<file path="src/rtl/rr_mux_arbiter4.sv">
// rr_mux_arbiter4: round-robin arbiter that owns a shared 4:1 datapath mux.
// A grant is held for a whole packet, until the granted requester's last
// beat is accepted; the next search starts just after that requester.
//
// Ports:
//   clk, rst_n        clock, asynchronous active-low reset
//   req[3:0]          requester k has a valid beat on data_k
//   last[3:0]         requester k's current beat ends its packet
//   data0..data3      requester beats (WIDTH bits)
//   in_ready[3:0]     beat of the granted requester accepted (combinational)
//   out_valid         selected beat valid (combinational)
//   out_data          selected beat (combinational)
//   out_last          selected beat ends the packet (combinational)
//   out_ready         sink accepts the beat
//   grant[3:0]        registered one-hot grant, zero when idle
//   sel[1:0]          registered mux select, index of the granted requester
//   busy              registered, high while a packet is granted
module rr_mux_arbiter4 #(
   parameter int unsigned WIDTH = 8
) (
   input  logic             clk,
   input  logic             rst_n,
   input  logic [3:0]       req,
   input  logic [3:0]       last,
   input  logic [WIDTH-1:0] data0,
   input  logic [WIDTH-1:0] data1,
   input  logic [WIDTH-1:0] data2,
   input  logic [WIDTH-1:0] data3,
   output logic [3:0]       in_ready,
   output logic             out_valid,
   output logic [WIDTH-1:0] out_data,
   output logic             out_last,
   input  logic             out_ready,
   output logic [3:0]       grant,
   output logic [1:0]       sel,
   output logic             busy
);

   localparam logic [0:0] IDLE = 1'b0;
   localparam logic [0:0] BUSY = 1'b1;

   logic [0:0] state, state_nx;
   logic [3:0] grant_nx;
   logic [1:0] sel_nx;
   logic       busy_nx;
   logic [1:0] ptr, ptr_nx;
   logic [1:0] pick;
   logic       found;
   logic       xfer;

   // Round-robin search: walk offsets downward so the smallest offset from ptr wins.
   always_comb begin
      logic [1:0] idx;
      pick  = 2'd0;
      found = 1'b0;
      idx   = 2'd0;
      for (int i = 3; i >= 0; i--) begin
         idx = ptr + 2'(i);
         if (req[idx]) begin
            pick  = idx;
            found = 1'b1;
         end
      end
   end

   // Datapath and handshakes are combinational from the frozen select.
   always_comb begin
      out_valid = (state == BUSY) && req[sel];
      in_ready  = ((state == BUSY) && out_ready) ? grant : 4'b0000;
      out_last  = last[sel];
      case (sel)
         2'd0:    out_data = data0;
         2'd1:    out_data = data1;
         2'd2:    out_data = data2;
         default: out_data = data3;
      endcase
   end

   assign xfer = out_valid && out_ready;

   // Next-state logic.
   always_comb begin
      state_nx = state;
      grant_nx = grant;
      sel_nx   = sel;
      busy_nx  = busy;
      ptr_nx   = ptr;
      case (state)
         IDLE: begin
            if (found) begin
               state_nx = BUSY;
               grant_nx = 4'b0001 << pick;
               sel_nx   = pick;
               busy_nx  = 1'b1;
            end
         end
         default: begin
            if (xfer && out_last) begin
               state_nx = IDLE;
               grant_nx = 4'b0000;
               busy_nx  = 1'b0;
               ptr_nx   = sel + 2'd1;
            end
         end
      endcase
   end

   // State register.
   always_ff @(posedge clk or negedge rst_n) begin
      if (!rst_n) begin
         state <= IDLE;
         grant <= 4'b0000;
         sel   <= 2'd0;
         busy  <= 1'b0;
         ptr   <= 2'd0;
      end else begin
         state <= state_nx;
         grant <= grant_nx;
         sel   <= sel_nx;
         busy  <= busy_nx;
         ptr   <= ptr_nx;
      end
   end

endmodule

</file>
<file path="config.mk">
export PLATFORM = sky130hd
export DESIGN_NAME = rr_mux_arbiter4
export DESIGN_NICKNAME = d
export VERILOG_FILES = /design/src/rtl/rr_mux_arbiter4.sv
export SDC_FILE = /design/constraint.sdc
export NUM_CORES = 1
export LEC_CHECK = 0
export CELL_PAD_IN_SITES_DETAIL_PLACEMENT = 1
export CELL_PAD_IN_SITES_GLOBAL_PLACEMENT = 2
export CORE_MARGIN = 10
export CORE_UTILIZATION = 18
export CTS_BUF_LIST = sky130_fd_sc_hd__clkbuf_4
export CTS_CLUSTER_DIAMETER = 40
export CTS_CLUSTER_SIZE = 20
export DETAILED_ROUTE_END_ITERATION = 10
export HOLD_SLACK_MARGIN = 0.12
export PLACE_DENSITY_LB_ADDON = 0.1
export SLEW_MARGIN = 20
export SYNTH_ARGS = -nofsm -noshare
export SYNTH_HDL_FRONTEND = slang
export SYNTH_SLANG_ARGS = --single-unit
export TNS_END_PERCENT = 100
</file>
<file path="constraint.sdc">
create_clock -name clk -period 1.9 [get_ports clk]
set_input_delay 0.38 -clock clk [delete_from_list [all_inputs] [get_ports clk]]
set_output_delay 0.38 -clock clk [all_outputs]
set_load 0.02 [all_outputs]
</file>
# --- Word level (Yosys, flattened, before mapping) ---
# Cells that the tools add are included.
totals:
  word_cells: 59
  reg_bits: 10
classes:
  muxes: 31
  bitwise_logic: 1
  magnitude_cmp: 5
  shift: 1
  addsub: 4
  n_reduce_logical: 9
  eq_ne: 3
ops:
  columns: ["cell", "count"]
  rows:
  - ["$pmux W8 S3", 1]
  - ["$mux W1", 16]
  - ["$mux W4", 4]
  - ["$lt A2 B3 Y1 const B", 5]
  - ["$bmux W1 S2", 6]
  - ["$mux W2", 4]
  - ["$reduce_and A2 Y1", 3]
  - ["$add A2 B1 Y2 const B", 2]
  - ["$add A2 B2 Y2 const B", 2]
  - ["$logic_and A1 B1 Y1", 4]
  - ["$shl A1 B2 Y4 const A", 1]
  - ["$eq A2 B1 Y1 const B", 1]
  - ["$eq A2 B2 Y1 const B", 1]
  - ["$logic_not A2 Y1", 1]
  - ["$ne A2 B1 Y1 const B", 1]
  - ["$reduce_bool A2 Y1", 1]
  - ["$not A1 Y1", 1]

# --- Longest topological paths before layout ---
# Gate-level depths: netlist of run 1.
logic_depth:
  word_depth: 10
  mapped_depth: 5
  mapped_depth_nobuf: 4

# --- Worst setup path after synthesis of run 1 ---
# No wires, ideal clock.
synth_path:
  path_type: "register to output"
  start: "reg sel[0]"
  end: "out out_data[0]"
  path_stages_with_launch: 4
  t_required_ns: 1.520
  t_arrival_ns: 1.590
  path_slack_ns: -0.070
  path_cell_list: "dfrtp_1 -> ha_1 -> clkbuf_1 -> mux2i_1"
synth_between:
  elab_chain_cells: 2
  elab_cells_between_ends: 4
  cone_classes: "eq/ne: 2; mux: 1; reduce/logical: 1"
synth_lines:
  columns: ["item", "line_no", "text"]
  rows:
  - ["start, declared", "35", "output logic [1:0] sel,"]
  - ["start signal, assigned", "119", "sel <= sel_nx;"]
  - ["$eq A2 B2 Y1 (tied with other cells)", "71", "case (sel)"]
  - ["$pmux W8 S3 *", "71", null]
  - ["end, declared", "31", "output logic [WIDTH-1:0] out_data,"]
# Every way passes the cells marked *; elsewhere a longest branch is shown, timed or not.

# --- Final worst setup path of run 1 ---
layout_path:
  start: "in req[3]"
  end: "out out_valid"
layout_between:
  elab_chain_cells: 3
layout_lines:
  columns: ["item", "line_no", "text"]
  rows:
  - ["start, declared", "23", "input logic [3:0] req,"]
  - ["$bmux W1 S2", "68", "out_valid = (state == BUSY) && req[sel];"]
  - ["$mux W1 (implied by the code)", "68", null]
  - ["$logic_and A1 B1 Y1", "68", null]
  - ["end, declared", "30", "output logic out_valid,"]
# Every way passes these cells. The select of a mux whose other input is x is not followed.

==> metrics.yaml, run 1 <==
synthesis:
  synth_edf_count: 0
  synth_cell_types: 27
  ys_ff_latch: 10
  syn_area_um2: 825
  synthCells: 87
  syn_nets: 134
  ys.flop_type: "dfrtp_1"
  seq_area_frac_synth_pct: 30.3
  synth-warning-count: 0
  synthArstFlopShare_pct: 100
  syn_area_per_cell_um2: 9.48
floorplanning:
  die_h_um: 87.7
  rows: 24
  start_util_pct: 18.8
  pin_count: 64
  dieArea_um2: 7690
  fp.dieW_um: 87.7
  core_um2: 4380
sta:
  hold_viol_final: 0
  setup_ws_ns: -0.126
  period_needed_ns: 2.03
  slew_violations: 0
  max_freq_ghz: 0.494
  final.setup_skew_ns: 0.00408
  relSlewSlack_pct: 64.9
  worst_pin_slew_ns: 0.524
  min_period_over_period_pct: 107
  setup_viol: 9
  setup_tns_ns: -0.758
  rsz0062_at_grt: "yes"
hold_path:
  hold_class: "in2async"
drt:
  drtPass1Iterations: 4
  drc: 0
  wl_met3_um: 351
  wl_met2_um: 1960
  wl_um: 3950
  ant_nets: 0
  wire_per_inst_um: 18.3
  dr_total_vias: 999
  viasPerCell: 4.63
  drt-met1-wl_um: 1600
  routed.top_layer: "met4"
  drtIter0Drc: 36
power_and_ir_drop:
  swShare_pct: 45.1
  power.leakage_uw: 0.000737
  switchingPower_uw: 980
  pwr-share-seq_pct: 18.5
  p_comb_share_pct: 74.3
  irDropWorstVdd_mv: 0.391
  clkPwrFrac_pct: 7.1
  p_int_uw: 1200
  p_per_area_nw_per_um2: 1290
placed_design:
  routabilityCongestion: 0.825
  place_ws_ns: -0.574
  port_buffers: 63
  dp_hpwl_um: 3370
  dp_cells: 210
worst_setup_path:
  path_class: "in2out"
  critical-path-slowest-cell: "mux4_2"
  critPathMaxFanout: 2
  required_ns: 1.52
  critPathArrivalTime_ns: 1.65
  crit_path_max_incr_delay_ns: 0.51
  end_kind: "output port"
  start_kind: "input pin"
  r2r_slack_ns: 0.13
  crit_chain: "clkdlybuf4s50_1 > mux4_2 > and2_4 > buf_4"
grt:
  overflow: 0
  grt_pass1_wl_um: 6110
  antenna_found_initial: 0
  grt_max_degree: 14
  grt_pass1_vias: 1114
  grt_usage_pct: 9.99
clock_tree:
  cts.sinks: 10
  h-tree-depth: 1
  cts_tree: "built"
  clock_latency_ns: 0.27
  cts-root-buf: "clkbuf_4"
  clk_pin_slew_ns: 0.07
  cts_buffer_depth: 2
  cts_buffers: 3
final_layout:
  multi_input_area_um2: 566
  fill_cells: 513
  antenna_cells: 0
  utilization_pct: 38.4
  regArea_um2: 253
  finalNonFillerCells: 216
  area_delta_synth_final_pct: 104
  drive_gt1_share_pct: 28.0
  nNetsFinal: 212
  final_cell_mix: "clkdlybuf4s50_1, buf_4, inv_1"
  final_common_cell: "clkdlybuf4s50_1"
outcome:
  violations: "setup timing"
  status: "finished, violations left"
flow_run:
  cap_violations: 0
-- area by class of cell --
cell class	instances	area share, %
clock buffers	3	1.34
clock inverters	1	0.223
inverters	11	2.60
multi-input cells	61	33.6
flip-flops and latches	10	15.0
well taps	52	3.87
repair buffers	78	43.3
-- synthesized netlist by cell type (all sizes together) (3+ instances only) --
cell    number  share of area, %
ha           4               6.1
dfrtp       10                30
inv         11               5.0
a222oi       8               9.7
and3         4               3.0
a21oi        3               1.8
mux2i        9                11
nand3        4               2.4
clkbuf       4               1.8
nand2        6               2.7
o21ai        3               1.8
o31ai        4               3.6
-- registers in the layout, indices dropped and copies added (netlist names) --
register / cells
busy: 1
grant: 4
ptr: 2
sel: 2
state: 1
-- power groups by stage --
stage                     combinational (uW)  sequential [uW]  clock [uW]
after floorplan                          757              456           0
final                                   1620              403         155
after detailed placement                1610              390           0
after CTS                               1600              396         163
after global routing                    1750              421         169
after global placement                  1590              386           0
-- critical path, delay by kind of cell --
family | cells | cell delay [ns]
multiplexers | 1 | 0.51
buffers and inverters | 2 | 0.58
AND/OR/NAND/NOR | 1 | 0.18
-- per-stage QoR --
step           total power [uW]  hold slack (ns)  instance area [um^2]
5_1_grt                    2340            0.485                  1680
3_5_place_dp               2000            0.461                  1630
6_report                   2180            0.453                  1680
2_1_floorplan              1210           0.0844                   846
3_3_place_gp               1970            0.463                  1630
4_1_cts                    2160            0.460                  1660
-- per-layer routing --
layer	vias to the layer above	track usage, %
met5	-	0
met4	0	3.04
met3	4	3.16
met2	40	17.7
met1	469	11.1
li1	486	-
-- logic make-up after synthesis --
logic type / Yosys count / synth area share (%)
buffers and inverters: 16 / 7.74
AO/OA/AOI/OAI: 22 / 20.6
flip-flops: 10 / 30.3
adder cells (fa/ha/maj): 4 / 6.07
AND/OR/NAND/NOR: 23 / 16.5
multiplexers: 12 / 18.7
-- worst paths after layout --
path,from,cells past startpoint,end
hold / removal,rst_n,1,grant[1]
hold reg to reg,busy,2,busy
min in group clk,busy,2,busy
setup / recovery,req[3],4,out_valid
max in group asynchronous,rst_n,1,sel[1]
setup reg to reg,sel[0],5,ptr[1]
-- timing repair --
action	in CTS	in global routing
hold buffers	0	0
resized for setup	60	7
pin swaps	8	10
endpoints found under the setup margin	14	11
setup buffers	1	1
No activity file was read; power rests on OpenSTA's default activity.
==> inputs of run 2 (changes only) <==
--- a/config.mk
+++ b/config.mk
@@ -5,6 +5,7 @@
 export SDC_FILE = /design/constraint.sdc
 export NUM_CORES = 1
 export LEC_CHECK = 0
+export ABC_AREA = 1
 export CELL_PAD_IN_SITES_DETAIL_PLACEMENT = 1
 export CELL_PAD_IN_SITES_GLOBAL_PLACEMENT = 2
 export CORE_MARGIN = 10
==> metrics.yaml, run 2 <==
grt:
  grt_pass1_wl_um: 7750  # +27%
  overflow: 0  # unchanged
  grt_max_degree: 17  # +3
  grt_usage_pct: 10.4  # +0.46 points
  antenna_found_initial: 0  # unchanged
  grt_pass1_vias: 1525  # +37%
placed_design:
  routabilityCongestion: 0.772  # -6.4%
  dp_hpwl_um: 4000  # +19%
  port_buffers: 63  # unchanged
  place_ws_ns: -0.541  # +0.0333 ns
worst_setup_path:
  critPathBufInv: 2  # unchanged
  reg2reg_to: "grant[3]"
  reg2reg_depth: 11  # +6
  start_kind: "flop"
  critPathArrivalTime_ns: 1.55  # -0.10 ns
  required_ns: 1.52  # about the same
  cp_top_family: "compound AO/OA/AOI/OAI gates"
  crit_chain: "inv_2 > ha_4 > a22o_1 > a21oi_4 > o21ai_2 > buf_6"
  crit_path_max_incr_delay_ns: 0.41  # -0.10 ns
  reg2reg_from: "ptr[0]"
  critical-path-slowest-cell: "dfrtp_2"
  end_kind: "output port"
  critPathMaxFanout: 8  # +6
  path_class: "reg2out"
  r2r_slack_ns: 0.30  # +0.17 ns
sta:
  hold_viol_final: 0  # unchanged
  period_needed_ns: 1.93  # -0.0964 ns
  setup_viol: 3  # -6
  setup_tns_ns: -0.0427  # +0.715 ns
  max_freq_ghz: 0.518  # +5.0%
  relSlewSlack_pct: 68.5  # +3.5 points
  setup_ws_ns: -0.0291  # +0.0964 ns
  final.setup_skew_ns: 0.00175  # -0.00233 ns
  worst_pin_slew_ns: 0.472  # -0.0525 ns
  slew_violations: 0  # unchanged
  rsz0062_at_grt: "yes"
  min_period_over_period_pct: 102  # -5.1 points
synthesis:
  synthArstFlopShare_pct: 100  # unchanged
  netlist.area_leader.share_pct: 24.0  # -6.4 points
  synthCells: 158  # +82%
  synth-warning-count: 0  # unchanged
  syn_area_per_cell_um2: 6.61  # -30%
  ys.flop_type: "dfrtp_1"
  synth_most_common_cell: "nand2_1"
  synth_edf_count: 0  # unchanged
  synth_cell_types: 23  # -15%
  syn_nets: 205  # +53%
  yosysTopAreaCell: "dfrtp_1"
  syn_area_um2: 1040  # +27%
  seq_area_frac_synth_pct: 24.0  # -6.4 points
  synth_area_leaders: "dfrtp_1, nand2_1, nand2_2"
  synth_common_cells: "nand2_1, inv_1, a21oi_1, nand2_2, o21ai_0"
  ys_ff_latch: 10  # unchanged
final_layout:
  area_delta_synth_final_pct: 93.5
  top_register: "grant"
  utilization_pct: 36.3  # -2.1 points
  nNetsFinal: 286  # +35%
  final_cell_mix: "nand2_1, clkdlybuf4s50_1, buf_4"
  largestRegisters: "grant: 4 flops, ptr: 2 flops, sel: 2 flops"
  largest_reg_flops: 4  # unchanged
  antenna_cells: 0  # unchanged
  drive_gt1_share_pct: 35.3  # +7.2 points
  fill_cells: 695  # +35%
floorplanning:
  core_um2: 5570  # +27%
  rows: 27  # +13%
  dieArea_um2: 9250  # +20%
  start_util_pct: 18.7  # -0.064 points
  fp.dieW_um: 96.2  # +9.7%
  die_h_um: 96.2  # +9.7%
  pin_count: 64  # unchanged
clock_tree:
  cts.sinks: 10  # unchanged
  clock_latency_ns: 0.27  # about the same
  cts-hold-fix-buffers: 0  # unchanged
  h-tree-depth: 1  # unchanged
  cts_tree: "built"
  cts-root-buf: "clkbuf_4"
  cts_buffers: 3  # unchanged
  cts_buffer_depth: 2  # unchanged
  clk_pin_slew_ns: 0.07  # about the same
power_and_ir_drop:
  clkPwrFrac_pct: 4.9  # -2.2 points
  switchingPower_uw: 1640  # +67%
  swShare_pct: 51.6  # +6.6 points
  pwr-share-seq_pct: 13.4  # -5.1 points
  p_per_area_nw_per_um2: 1570  # +21%
  p_comb_share_pct: 81.7  # +7.4 points
  irDropWorstVdd_mv: 0.474  # +21%
  p_int_uw: 1540  # +29%
  power.leakage_uw: 0.000931  # +26%
outcome:
  status: "finished, violations left"
  violations: "setup timing"
drt:
  viasPerCell: 4.35  # -5.9%
  drtPass1Iterations: 4  # unchanged
  dr_total_vias: 1349  # +35%
  wire_per_inst_um: 15.5  # -15%
  wl_um: 4810  # +22%
  drc: 0  # unchanged
  ant_nets: 0  # unchanged
  drtIter0Drc: 33  # -8.3%
hold_path:
  hold_class: "in2async"
flow_run:
  cap_violations: 0  # unchanged
-- run 2: cell count changes after synthesis, sizes merged, moves of 4 or more --
| cell | delta |
|---|---|
| nand2 | +56 |
| o21ai | +15 |
| a21oi | +10 |
| mux2i | -9 |
| nor2 | +9 |
| a222oi | -8 |
| a22o | +8 |
| inv | +5 |
| nand3 | +5 |
| and3 | -4 |
| o31ai | -4 |
-- run 2: per-layer routing --
metal / GRT usage (%) / share of wire (%) / up-vias
met5: 0 / 0 / -
met4: 1.47 / 0.35 / 0
met3: 2.80 / 11 / 2
met2: 19.5 / 49 / 48
met1: 11.7 / 40 / 620
li1: - / - / 679
-- run 2: power groups by stage --
stage / Combinational (uW) / Sequential (uW) / Clock, uW
4_1_cts: 2560 / 410 / 165
3_3_place_gp: 2410 / 410 / 0
6_report: 2590 / 426 / 156
2_1_floorplan: 1370 / 461 / 0
5_1_grt: 2860 / 447 / 176
3_5_place_dp: 2460 / 411 / 0
-- run 2: kinds of logic after synthesis --
group           synth area share (%)
simple gates                    39.5
compound gates                  23.4
buf+inv                         8.38
fa+ha+maj                       4.79
flops                           24.0
-- run 2: per-stage QoR --
| stage | power (uW) | std cells | instance area (um^2) | hold WS (ns) |
|---|---|---|---|---|
| 5_1_grt | 3480 | 310 | 2020 | 0.462 |
| 3_3_place_gp | 2820 | 307 | 1910 | 0.492 |
| 2_1_floorplan | 1830 | 158 | 1060 | 0.0844 |
| 3_5_place_dp | 2870 | 307 | 1910 | 0.497 |
| 6_report | 3180 | 310 | 2020 | 0.430 |
| 4_1_cts | 3140 | 312 | 1980 | 0.447 |
-- run 2: worst max-delay path by stage --
stage / start / endpoint / slack (ns) / cells past startpoint
finish: sel[1] / out_data[5] / -0.03 / 6
floorplan: sel[0] / out_data[4] / -0.02 / 6
global route: sel[1] / out_data[5] / -0.10 / 6
detailed placement: req[1] / out_valid / -0.54 / 6
CTS: sel[0] / out_data[4] / -0.10 / 7
global placement: req[1] / out_valid / -0.52 / 6
-- run 2: area by class of cell --
cell class              count  area, um^2  share of cell area (%)
flip-flops and latches     10         254                    12.6
clock buffers               3        22.5                    1.11
well taps                  72        90.1                    4.46
repair buffers             81         771                    38.1
clock inverters             1        3.75                   0.186
inverters                  16        62.6                    3.09
multi-input cells         127         818                    40.5
-- run 2: worst register-to-register path, stage by stage (launching register included) --
cell and delay, ns:
dfrtp_2 0.50, buf_4 0.18, nand2_1 0.06, nand2_1 0.08, nand2_2 0.10, nand2_4 0.07, o21ai_0 0.18, nand2_1 0.08
nand2_2 0.11, inv_1 0.05, nand2_1 0.05, nand2_1 0.04
-- run 2: repair_timing --
action                     CTS  global route
pin swaps                    3             7
setup endpoints to repair   14            17
buffers inserted             1             1
gates resized for setup     71            29
==> edit 1 (settings of run 2) <==
Make the reset (`rst_n`) synchronous in one clocked block. Comments in the files are not updated.
--- a/src/rtl/rr_mux_arbiter4.sv
+++ b/src/rtl/rr_mux_arbiter4.sv
@@ -107,5 +107,5 @@
 
    // State register.
-   always_ff @(posedge clk or negedge rst_n) begin
+   always_ff @(posedge clk) begin
       if (!rst_n) begin
          state <= IDLE;
Check against the original RTL: differs if rst_n is asserted again (counterexample within 4 cycles, from zero or initial values and one cycle with rst_n low); with rst_n held inactive, the same outputs for 10 cycles.
==> edit 1 against run 2 <==
  * Die area shrank 2.4%
  * Final area shrank 2.1%
  * Sequential share of layout area shrank 2.1 points
  * Setup slack gained 0.10 ns
  * Routed wire length shrank 3.2%
  * Synthesized cell count grew 4.4%
  * Synthesized area shrank 3.0%
  * Utilization shrank 0.11 points
  * Sequential cell count is the same
  * Critical endpoint is now out_data[3]
  * Highest routed layer unchanged
Power is not compared: it rests on default switching activity, and its combinational part moved more than twofold at a synthesized area within 25%.
==> edit 1: results (changes against run 2) <==
metric,value,unit,change
Netlist cell types,24,,was 23
total wire length,4.66,mm,was 4.81 mm
class of the worst hold path,flop to flop,,was primary input to async pin
average size of a mapped cell,6.14,um2,was 6.61 um2
WL/cell,14.6,um,was 15.5 um
Worst Clk Skew,0.00323,ns,was 0.00175 ns
fin area,1980,um2,was 2020 um2
CTS Hold Buffers Added,0,,unchanged
"Async S/R FF share, synth",0,%,was 100%
reg2reg start,sel[1]$_SDFFE_PN0P_,,was ptr[0]$_DFFE_PN0P_
Vias/cell,4.30,,was 4.35
fillers,697,,was 695
WHS,0.515,ns,was 0.430 ns
total CTS buffers,3,,unchanged
detailed-router iteration count before antenna repair,3,,was 4
fraction of layout cells with a size suffix above 1,30.0,%,was 35.3%
DP Area,1870,um2,was 1910 um2
CTS max path bufs,2,,unchanged
Starting DRT DRC Count,27,,was 33
worst skew pair latency,0.27,ns,about the same
sequential share of the synthesized area,19.8,%,was 24.0%
Worst Hold End,grant[0]$_SDFFE_PN0P_,,
synth warn,0,,unchanged
global-route wire length before repair,7.29,mm,was 7.75 mm
Post-DP HPWL,4.02,mm,was 4.00 mm
outcome,completed,,was finished with violations
relative slew slack,81.1,%,was 68.5%
htree depth,1,,unchanged
clk root buf,clkbuf_4,,unchanged
largest net degree at the start of global routing,17,,unchanged
total leakage power,0.861,nW,
compound-gate portion of the synthesized area,26.4,%,was 23.4%
Syn Nets,212,,was 205
number of global-route vias before repair,1413,,was 1525
startpoint of the worst hold path,grant[0]$_SDFFE_PN0P_,,
Final nets,296,,was 286
gpl congestion,0.778,,was 0.772
Synth area leaders,"dfxtp_1 (20%), nand2_1 (17%), a21oi_1 (9.4%)",,"was dfrtp_1 (24%), nand2_1 (17%), nand2_2 (7.2%)"
Worst Hold Depth,2,,
Critical Path AT,1.45,ns,was 1.55 ns
total of max-cap violations,0,,unchanged
gr usage total,9.98,%,was 10.4%
mux share of post-synthesis cell area,0,%,unchanged
Post-Place Cells,315,,was 307
port bufs,63,,unchanged
R2R setup slack,0.20,ns,was 0.30 ns
top cells by instance count after synthesis,"nand2_1 (45), a21oi_1 (19), inv_1 (16), o21ai_0 (12)",,"was nand2_1 (47), inv_1 (14), a21oi_1 (12), nand2_2 (12), o21ai_0 (12)"
adder-cell share of the synthesized area,4.94,%,was 4.79%
reg2reg end,busy$_SDFFE_PN0P_,,was grant[3]$_DFFE_PN0P_
initial antenna violation count,0,,unchanged
[edit 1: cell count changes after synthesis, sizes merged, moves of 3 or more]
| cell | change |
|---|---|
| a21oi | +6 |
| dfxtp | +10 |
| inv | +3 |
| o21ai | -3 |
| dfrtp | -10 |
| nand2 | -6 |
[edit 1: power groups by stage]
stage	Sequential, W	Combinational (W)	Clock, W
global placement	0.000267	0.000789	0
global route	0.000276	0.000912	0.000175
CTS	0.000269	0.000775	0.000158
finish	0.000271	0.000824	0.000154
detailed placement	0.000269	0.000795	0
floorplan	0.000290	0.000378	0
[edit 1: cell type report]
class | instances | share of cell area, %
multi-input cells | 131 | 40.8
clock buffers | 3 | 1.14
flip-flops and latches | 10 | 10.5
well taps | 72 | 4.55
inverters | 19 | 3.86
repair buffers | 84 | 39.1
[edit 1: layer usage]
metal  vias to the layer above  track usage [%]  part of all wire, %
met4                         0             2.24                 0.54
met3                         4             2.83                  4.6
met5                         -                0                    0
met2                        30             17.0                   51
met1                       623             12.2                   44
li1                        714                -                    -
[edit 1: critical path: stages (launching register included)]
cell	delay, ns
dfxtp_4	0.39
inv_4	0.04
ha_4	0.18
a22o_1	0.23
a21oi_2	0.12
o21ai_1	0.07
buf_4	0.15
[edit 1: repair_timing]
item | in CTS | in global routing
endpoints found under the setup margin | 14 | 13
pin swaps | 1 | 9
setup buffers | 0 | 1
resized for setup | 56 | 27
gates cloned | 0 | 0
[edit 1: stage by stage]
stage	setup TNS (ns)	power, W	setup WS [ns]
global route	-0.0696	0.00136	-0.0381
detailed placement	-4.39	0.00106	-0.518
finish	0	0.00125	0.0724
global placement	-4.08	0.00106	-0.545
floorplan	0	0.000668	0.0479
CTS	0	0.00120	0.00561
[edit 1: worst max path at each step]
stage                              startpoint          end  slack, ns  depth (start not counted)
after floorplan           sel[1]$_SDFFE_PN0P_  out_data[0]       0.05                          6
after global placement                 req[1]    out_valid      -0.54                          6
after detailed placement               req[1]    out_valid      -0.52                          6
after CTS                              req[1]    out_valid      0.006                          6
after global routing      sel[1]$_SDFFE_PN0P_  out_data[0]      -0.04                          6
final                     sel[1]$_SDFFE_PN0P_  out_data[3]       0.07                          6
[edit 1: kinds of logic after synthesis]
family / after synthesis
AOI/OAI and AO/OA: 44
buffers and inverters: 24
DFF: 10
and+or+nand+nor: 83
adders and majority gates: 4
==> edit 2 (config.mk and constraints of run 2) <==
Without the edit above. Set the parameter `WIDTH` to 10 (it was 8).
--- a/src/rtl/rr_mux_arbiter4.sv
+++ b/src/rtl/rr_mux_arbiter4.sv
@@ -17,5 +17,5 @@
 //   busy              registered, high while a packet is granted
 module rr_mux_arbiter4 #(
-   parameter int unsigned WIDTH = 8
+   parameter int unsigned WIDTH = 10
 ) (
    input  logic             clk,
Ports: changed (5 resized); port bits go from 64 to 74. The function was not compared with the original's and may differ.
==> edit 2 against run 2 <==
  * Final area grew 12%
  * Setup slack lost 0.022 ns
  * Synthesized area grew 4.3%
  * Routed wire length grew 11%
  * Die area grew 3.4%
  * Largest power group unchanged
  * Total power grew 14%
  * Register-to-register slack lost 0.14 ns
  * Sequential cell count is the same
  * The flow still finishes with violations (negative setup slack)
==> edit 2: results (changes against run 2) <==
metric,value,unit,change
outcome,finished with violations,,unchanged
violated checks,negative setup slack,,unchanged
reg2reg start,sel[0]$_DFFE_PN0P_,,was ptr[0]$_DFFE_PN0P_
top cells by instance count after synthesis,"nand2_1 (59), inv_1 (17), a21oi_1 (15), o21ai_0 (14), nand3_1 (12)",,"was nand2_1 (47), inv_1 (14), a21oi_1 (12), nand2_2 (12), o21ai_0 (12)"
Starting DRT DRC Count,21,,was 33
relative slew slack,67.8,%,was 68.5%
gr usage total,11.0,%,was 10.4%
Crit path largest cell delay,0.43,ns,was 0.41 ns
Syn Nets,233,,was 205
total leakage power,1.07,nW,was 0.931 nW
total wire length,5.36,mm,was 4.81 mm
final setup vio count,10,,was 3
global-route wire length before repair,8.84,mm,was 7.75 mm
Worst Clk Skew,0.000633,ns,was 0.00175 ns
fillers,718,,was 695
Post-DP HPWL,4.43,mm,was 4.00 mm
crit-path max FO,10,,was 8
port bufs,73,,was 63
Peak VDD IR,0.783,mV,was 0.474 mV
DP Area,2040,um2,was 1910 um2
sequential share of the synthesized area,23.0,%,was 24.0%
gpl congestion,0.731,,was 0.772
Netlist cell types,18,,was 23
routed wl met3,149,um,was 532 um
number of global-route vias before repair,1543,,was 1525
Metal-1 WL,2.39,mm,was 1.91 mm
PnR worst setup slack,-0.0512,ns,was -0.0291 ns
Met2 Wirelength,2.80,mm,was 2.36 mm
largest net degree at the start of global routing,11,,was 17
fraction of layout cells with a size suffix above 1,33.6,%,was 35.3%
Synth area leaders,"dfrtp_1 (23%), nand2_1 (20%), a22o_1 (8.0%)",,"was dfrtp_1 (24%), nand2_1 (17%), nand2_2 (7.2%)"
Final nets,324,,was 286
-- edit 2: cell count changes after synthesis, sizes merged --
cell	before	now
nand2	62	71
inv	16	20
nand3	9	13
o21ai	18	14
clkbuf	2	5
a21oi	13	15
a22o	8	10
nor2	11	13
nand4	1	0
o21a	1	0
-- edit 2: cell families (layout without fill, tap and decap cells) --
kind of cell    Yosys count  count (layout)  synth area share [%]
flops                    10              10                  23.0
fa+ha+maj                 4               4                  4.59
simple gates             97              97                  39.5
buf+inv                  28             118                  11.6
compound gates           39              39                  21.4
-- edit 2: critical path, delay by kind of cell, from the launching register on --
family | cells | cell delay, ns
DFF | 1 | 0.43
adders and majority gates | 1 | 0.20
buffers and inverters | 2 | 0.26
AOI/OAI and AO/OA | 3 | 0.42
-- edit 2: final timing paths --
| kind | slack, ns | end | depth (start not counted) |
|---|---|---|---|
| setup / recovery | -0.05 | out_data[8] | 6 |
| hold / removal | 0.44 | busy$_DFFE_PN0P_ | 1 |
| setup reg to reg | 0.16 | ptr[1]$_DFFE_PN0P_ | 10 |
| max in group asynchronous | 1.11 | sel[0]$_DFFE_PN0P_ | 1 |
| min in group clk | 0.51 | busy$_DFFE_PN0P_ | 2 |
| hold reg to reg | 0.51 | busy$_DFFE_PN0P_ | 2 |
-- edit 2: where the power goes --
| part | internal, W | switching, W | leakage, nW | total (W) |
|---|---|---|---|---|
| Sequential | 0.000305 | 0.000108 | 0.118 | 0.000413 |
| Clock | 0.0000759 | 0.0000800 | 0.0154 | 0.000156 |
| Combinational | 0.00144 | 0.00162 | 0.934 | 0.00306 |
| Total | 0.00182 | 0.00181 | 1.07 | 0.00363 |
-- edit 2: what timing repair did --
action,4_1_cts,5_1_grt
setup buffers,4,0
hold buffers,0,0
pin swaps,4,4
gates cloned,1,0
endpoints found under the setup margin,16,21
resized for setup,101,12
-- edit 2: per-layer routing --
layer | up-vias | GRT usage (%)
li1 | 754 | -
met1 | 686 | 13.1
met2 | 39 | 20.7
met3 | 2 | 1.62
met4 | 0 | 1.34
met5 | - | 0
-- edit 2: final cells by class --
class | instances | area (um2) | share of cell area (%)
Timing Repair Buffer | 94 | 942 | 41.5
Clock inverter | 1 | 3.75 | 0.165
Inverter | 20 | 80.1 | 3.53
Tap cell | 75 | 93.8 | 4.13
Sequential cell | 10 | 253 | 11.1
Clock buffer | 3 | 22.5 | 0.992
Multi-Input combinational cell | 140 | 876 | 38.6
-- edit 2: metrics by stage --
stage	utilization, %	hold WS [ns]	std cells	power (W)
finish	38.6	0.438	343	0.00363
global route	38.6	0.448	343	0.00397
CTS	38.0	0.443	343	0.00364
detailed placement	34.7	0.496	334	0.00307
global placement	34.7	0.493	334	0.00307
floorplan	-	0.0844	178	0.00196
